[config.mk]
export PLATFORM = sky130hd
export DESIGN_NAME = seq_trigger_monitor
export DESIGN_NICKNAME = d
export VERILOG_FILES = /design/src/rtl/tj_trig_pkg.sv /design/src/rtl/masked_match.sv /design/src/rtl/seq_trigger_monitor.sv
export SDC_FILE = /design/constraint.sdc
export NUM_CORES = 1
export LEC_CHECK = 0
export CAP_MARGIN = 5
export CORE_MARGIN = 2
export CORE_UTILIZATION = 15
export DETAILED_ROUTE_END_ITERATION = 16
export GPL_TIMING_DRIVEN = 1
export HOLD_SLACK_MARGIN = 0.08
export PLACE_DENSITY = 0.82
export SLEW_MARGIN = 30
export SYNTH_ARGS = -nofsm -noshare
export SYNTH_HDL_FRONTEND = slang
export SYNTH_SLANG_ARGS = --single-unit
[constraint.sdc]
create_clock -name clk -period 1.8 [get_ports clk]
set_input_delay 0.36 -clock clk [delete_from_list [all_inputs] [get_ports clk]]
set_output_delay 0.36 -clock clk [all_outputs]
set_load 0.05 [all_outputs]
[src/rtl/tj_trig_pkg.sv]
// rtl/tj_trig_pkg.sv - shared constants and helpers for the sequential trigger family
package tj_trig_pkg;

  localparam int MODE_STRICT = 0;
  localparam int MODE_LOOSE  = 1;

  // Register width for a value range of n states, never narrower than one bit.
  function automatic int clog2_min1(input int n);
    return (n <= 2) ? 1 : $clog2(n);
  endfunction

endpackage

[src/rtl/masked_match.sv]
// rtl/masked_match.sv - WIDTH-bit equality compare of data against a pattern under a mask
module masked_match #(
  parameter int WIDTH = 128
) (
  input  logic [WIDTH-1:0] i_data,
  input  logic [WIDTH-1:0] i_pattern,
  input  logic [WIDTH-1:0] i_mask,
  output logic             o_match
);

  assign o_match = (((i_data ^ i_pattern) & i_mask) == '0);

endmodule

[src/rtl/seq_trigger_monitor.sv]
// rtl/seq_trigger_monitor.sv - fires once a programmed sequence of masked patterns completes THRESHOLD times
module seq_trigger_monitor
  import tj_trig_pkg::*;
#(
  parameter int                     WIDTH     = 128,
  parameter int                     DEPTH     = 4,
  parameter logic [DEPTH*WIDTH-1:0] PATTERNS  = '0,
  parameter logic [WIDTH-1:0]       MASK      = '1,
  parameter int                     THRESHOLD = 1,
  parameter int                     MODE      = MODE_STRICT,
  parameter int                     STICKY    = 1,
  localparam int                    SW        = clog2_min1(DEPTH),
  localparam int                    CW        = clog2_min1(THRESHOLD + 1)
) (
  input  logic             clk,
  input  logic             rst,
  input  logic             clr,
  input  logic [WIDTH-1:0] state,
  input  logic             state_valid,
  output logic             trig,
  output logic [SW-1:0]    stage,
  output logic [CW-1:0]    seq_count
);

  localparam logic [SW-1:0] LAST_STAGE = SW'(DEPTH - 1);
  localparam logic [CW-1:0] THRESH_CNT = CW'(THRESHOLD);
  localparam logic [CW-1:0] THRESH_M1  = CW'(THRESHOLD - 1);

  logic [SW-1:0]    r_stage;
  logic [CW-1:0]    r_seq_count;
  logic             r_trig;

  logic [SW-1:0]    w_stage_nxt;
  logic [CW-1:0]    w_cnt_nxt;
  logic             w_trig_nxt;
  logic [WIDTH-1:0] w_cur_pattern;
  logic             w_hit;
  logic             w_hit0;

  always_comb begin
    w_cur_pattern = PATTERNS[WIDTH-1:0];
    for (int i = 0; i < DEPTH; i++) begin
      if (r_stage == SW'(i)) begin
        w_cur_pattern = PATTERNS[i*WIDTH +: WIDTH];
      end
    end
  end

  masked_match #(.WIDTH(WIDTH)) u_match_cur (
    .i_data    (state),
    .i_pattern (w_cur_pattern),
    .i_mask    (MASK),
    .o_match   (w_hit)
  );

  // Stage-0 compare lets strict mode restart at stage 1 on the missing sample.
  masked_match #(.WIDTH(WIDTH)) u_match_first (
    .i_data    (state),
    .i_pattern (PATTERNS[WIDTH-1:0]),
    .i_mask    (MASK),
    .o_match   (w_hit0)
  );

  always_comb begin
    w_stage_nxt = r_stage;
    w_cnt_nxt   = r_seq_count;
    w_trig_nxt  = (STICKY != 0) ? r_trig : 1'b0;
    if (clr) begin
      w_stage_nxt = '0;
      w_cnt_nxt   = '0;
      w_trig_nxt  = 1'b0;
    end else if (state_valid) begin
      if (w_hit) begin
        if (r_stage == LAST_STAGE) begin
          w_stage_nxt = '0;
          // A latched sticky trigger freezes the count at THRESHOLD.
          if (!((STICKY != 0) && r_trig)) begin
            if (r_seq_count < THRESH_M1) begin
              w_cnt_nxt = r_seq_count + 1'b1;
            end else begin
              w_trig_nxt = 1'b1;
              w_cnt_nxt  = (STICKY != 0) ? THRESH_CNT : '0;
            end
          end
        end else begin
          w_stage_nxt = r_stage + 1'b1;
        end
      end else if (MODE != MODE_LOOSE) begin
        w_stage_nxt = (w_hit0 && (DEPTH > 1)) ? SW'(1) : '0;
      end
    end
  end

  always_ff @(posedge clk or negedge rst) begin
    if (!rst) begin
      r_stage     <= '0;
      r_seq_count <= '0;
      r_trig      <= 1'b0;
    end else begin
      r_stage     <= w_stage_nxt;
      r_seq_count <= w_cnt_nxt;
      r_trig      <= w_trig_nxt;
    end
  end

  assign trig      = r_trig;
  assign stage     = r_stage;
  assign seq_count = r_seq_count;

endmodule

---- Word-level counts from Yosys, hierarchy flattened ----
Cells that the tools add are included.
storage, ports and cells
  register bits after elaboration ......... 4
  input port bits ......................... 132
  word-level logic and storage cells ...... 30
operators by class
  add/subtract/negate cells ............... 2
  order comparisons ....................... 1
  equality and inequality tests ........... 2
  muxes and demuxes ....................... 16
  reductions and logical operators ........ 6
operator list
  operator                                     number
  zero test 128 bit                            1
  two-way mux 1 bit                            12
  two-way mux 2 bit                            4
  nonzero test 2 bit                           3
  AND reduction 4 bit                          1
  AND reduction 3 bit                          1
  adder 2 x 1 -> 2 bit, second input constant  1
  equality test 2 bit, second input constant   1
  != test 2 bit, second input constant         1
  adder 1 bit, second input constant           1
  < comparator 1 bit, second input constant    1

---- Logic depth before layout (Yosys ltp) ----
  depth in word-level cells ............... 7
  mapped depth ............................ 4
  mapped depth without buffers ............ 4

---- By module ----
A second synthesis with hierarchy kept.
second synthesis, totals
  cells, all modules ...................... 446
  area, all modules ....................... 3666.0 um2
modules (own cells, without submodules)
  module               instances  cells each  area an instance (um2)  sequential area each (um2)
  masked_match         2          213         1735.4                  0.0
  seq_trigger_monitor  1          20          195.2                   100.1

---- Worst setup path before layout ----
OpenSTA, ideal clock, no wires.
  kind .................................... input to register
  from .................................... input state[64]
  to ...................................... register r_seq_count (netlist: seq_count)
  data arrival time ....................... 1.549 ns
  required time ........................... 1.699 ns
  slack ................................... 0.150 ns
  stages .................................. 4
  cell sequence ........................... nor4_1 nand4_1 or4_1 o32ai_1
between the ends
  word-level cells in the longest chain between the ends .. 3
ends and longest elaborated chain
  item                                  RTL line                    RTL
  from (decl)                           seq_trigger_monitor.sv:18   input logic [WIDTH-1:0] state,
  zero test 128 bit                     masked_match.sv:11          assign o_match = (((i_data ^ i_pattern) & i_mask) == '0);
  nonzero test 2 bit (no source line)   -
  AND reduction 4 bit (no source line)  -
  to (signal assigned)                  seq_trigger_monitor.sv:101  r_seq_count <= w_cnt_nxt;
  to (decl)                             seq_trigger_monitor.sv:30   logic [CW-1:0] r_seq_count;
Every way passes these cells.
A chain may end at the register's enable or synchronous reset.

---- Worst setup path after layout ----
  from .................................... input state[23]
  to ...................................... register r_stage[0] (netlist: stage[0])
between the ends
  word-level cells in the longest chain between the ends .. 4
ends and longest elaborated chain
  item                  RTL line                    RTL
  zero test 128 bit     masked_match.sv:11
  two-way mux 2 bit     seq_trigger_monitor.sv:73   if (w_hit) begin
  two-way mux 2 bit     seq_trigger_monitor.sv:72   end else if (state_valid) begin
  two-way mux 2 bit     seq_trigger_monitor.sv:68   if (clr) begin
  to (signal assigned)  seq_trigger_monitor.sv:100  r_stage <= w_stage_nxt;
  to (decl)             seq_trigger_monitor.sv:29   logic [SW-1:0] r_stage;
Every way passes these cells. The select of a mux whose other input is x is not followed.

==> flow_summary.json <==
{
  "yosys.area.top_type_share_pct": 42.0,
  "power_switching_w": 0.000117,
  "clock-root-buffer": "clkbuf_4",
  "power_after_layout_w": 0.000483,
  "grt_remaining_overflow": 0,
  "path_depth": 5,
  "worst-path-buf-inv": 1,
  "clk_transition_reported_paths_ns": 0.03,
  "number_of_buffers_inserted_during_clock_tree_synthesis": 3,
  "synthDistinctLibCells": 13,
  "fin_crit_ns": 1.76,
  "timing.fmax_ghz": 0.567,
  "clock_tree.buffer_depth": 2,
  "netSwitchingFraction_pct": 24.3,
  "worst_slew_margin_rel_pct": 80.7,
  "io_pins": 136,
  "power_density_cells_nw_per_um2": 225,
  "worst_slew_pin_slew_ns": 0.287,
  "critical_path.top_delay_family": "simple AND/OR/NAND/NOR gates",
  "dp.final_hpwl_um": 3340,
  "timing.final.hold_violations": 0,
  "post-cts-setup-buffers": 0,
  "cts_htree_levels": 1,
  "power.clock.fraction_pct": 22.8,
  "tritoncts": "yes",
  "skew_ns": 0.00127,
  "depth_of_the_worst_register_to_register_path": 4,
  "syn-num-nets": 195,
  "place_area_um2": 1840,
  "core-area_um2": 2980,
  "critical_path.cell_chain": "clkdlybuf4s50_1 > nor4_1 > nand4_1 > or4_4 > o31ai_2",
  "synth_area_leader_cell": "nor4_1",
  "worst_ep_required_time_ns": 1.95,
  "timing_max_transition_violations_final": 0,
  "track_usage_pct": 21.2,
  "critPathArrivalTime_ns": 1.91,
  "final_net_count": 335,
  "num-fill-cells": 236,
  "dpl_worst_slack_ns": -0.486,
  "synthCells": 62,
  "wirelength_um": 4180,
  "timing.hold.worst.class": "in2async",
  "worstSetupEndpointType": "register",
  "drive_above_1_share_pct": 20.0,
  "layout.cell_area.non_filler_um2": 2140,
  "final_ant_viol_nets": 0,
  "via_count": 1177,
  "die_height_um": 59.5,
  "diodes": 0,
  "synth.ff_latch_count": 4,
  "yosys-top-cells-area": "nor4_1 42%, dfrtp_1 22%, nand4_1 11%",
  "final_min_period_over_clock_period_pct": 97.9,
  "worst-setup-path-type": "in2reg",
  "finalSetupViolations": 0,
  "clkSinkCount": 4,
  "cp_slowest_cell": "or4_4",
  "synthXorXnorAreaFrac_pct": 0,
  "die_x_um": 59.5,
  "critPathMaxFanout": 4,
  "synth-simple-area-share_pct": 66.9,
  "route.detailed.wl_per_inst_um": 17.9,
  "wire_length_of_the_first_global_routing_pass_um": 5530,
  "worst_slack_ns": 0.0378,
  "drc_errors": 0,
  "yosys-mux-area-fraction_pct": 0,
  "critPathMaxStageDelay_ns": 0.56,
  "viasPerCell": 5.05,
  "yosysWarnings": 0,
  "floorplan.die_area_um2": 3540,
  "power_leakage_nw": 1.26,
  "synth_adder_area_share_pct": 2.71,
  "first_global_vias": 1275,
  "critical_path.startpoint_type": "input pin",
  "timing.setup.tns_ns": 0,
  "cap_violations": 0,
  "combinationalPowerShare_pct": 58.5,
  "synth_top_family_by_area": "simple AND/OR/NAND/NOR gates",
  "syn_to_final_growth_pct": 364,
  "synth_compound_gate_area_share_pct": 7.05,
  "finalWeightedCongestion": 0.820,
  "detailedRoute.firstIterationViolations": 21,
  "grt_max_degree": 5,
  "initial_utilization_pct": 15.5,
  "port-buffer-count": 135,
  "antenna_found_initial": 0,
  "holdBufCountCts": 0,
  "outcome": "completed",
  "post_synth_instance_area_um2": 462,
  "power_frac_seq_pct": 18.7,
  "synthesis.area_per_instance_um2": 7.45,
  "p_int_w": 0.000366,
  "clk_latency_ns": 0.24,
  "power.ir.vdd_worst_v": 0.000148,
  "fin_util_pct": 72.0,
  "row_count": 20,
  "drt-pass1-iter-count": 2,
  "seq_area_frac_synth_pct": 21.7
}
[layer usage]
metal / GRT usage (%) / share of wire [%]
met1: 18.1 / 29
met2: 44.6 / 63
met3: 4.59 / 5.1
met4: 9.42 / 2.7
met5: 0 / 0
[worst paths after layout]
path,from,to,slack (ns)
min in group clk,stage[0],stage[0],0.56
worst max register to register,stage[0],stage[0],0.65
worst min-delay path,rst,stage[0],0.33
max in group asynchronous,rst,seq_count,1.31
worst max-delay path,state[23],stage[0],0.04
worst min register to register,stage[0],stage[0],0.56
[worst register-to-register path: stages (launching register included)]
cell     delay, ns
dfrtp_1       0.40
ha_1          0.24
nor2_1        0.12
nand2_1       0.07
o31ai_2       0.23
[power groups by stage]
stage	registers (W)	logic, W	clock network, W
3_3_place_gp	0.0000916	0.000303	0
6_report	0.0000905	0.000282	0.000110
5_1_grt	0.0000904	0.000299	0.000116
2_1_floorplan	0.0000916	0.0000162	0
4_1_cts	0.0000905	0.000287	0.000114
3_5_place_dp	0.0000916	0.000311	0
[repair_timing]
action | CTS | global route
pin swaps | 37 | 34
setup endpoints to repair | 4 | 4
gates resized for setup | 79 | 70
[area by class of cell]
type | instances | area [um2] | area share [%]
timing repair buffer | 135 | 1420 | 66.0
inverter | 2 | 7.51 | 0.350
tap | 33 | 41.3 | 1.93
clock buffer | 3 | 22.5 | 1.05
multi-input combinational | 56 | 558 | 26.0
sequential | 4 | 100 | 4.67
[state kept, by name, summed over array words and instances, names as in the netlist]
| register | cells |
|---|---|
| seq_count | 1 |
| stage | 2 |
| trig | 1 |
[through the flow]
step | cells | hold WS [ns]
final | 233 | 0.325
after global routing | 233 | 0.339
after CTS | 233 | 0.323
after detailed placement | 230 | 0.523
after global placement | 230 | 0.498
after floorplan | 62 | 0.0644
[synth_stat cells, drive strengths merged]
library cell and n:
nand2 5, dfrtp 4, ha 1, nor4 32, nor2 2, o32ai 2, inv 2, o31ai 2
nand4 8, nor2b 1, or4 2, nand3 1
[cells by family (layout without fill, tap and decap cells)]
logic type      after synthesis  after routing
flops                         4              4
compound gates                4              4
buf+inv                       2            140
simple gates                 51             51
fa+ha+maj                     1              1
[layout by cell type (no fill, tap or decap), types with 2 or more instances in the layout]
cell / n
dlymetal6s2s_1: 57
dlygate4sd2_1: 55
nor4_2: 27
clkdlybuf4s50_1: 17
nand4_1: 8
nor4_1: 5
nand2_1: 5
buf_4: 4
dfrtp_1: 4
clkbuf_4: 3
or4_4: 2
nor2_1: 2
inv_1: 2
o32ai_2: 2
clkdlybuf4s15_1: 2
Power figures use the tool's default switching activity.
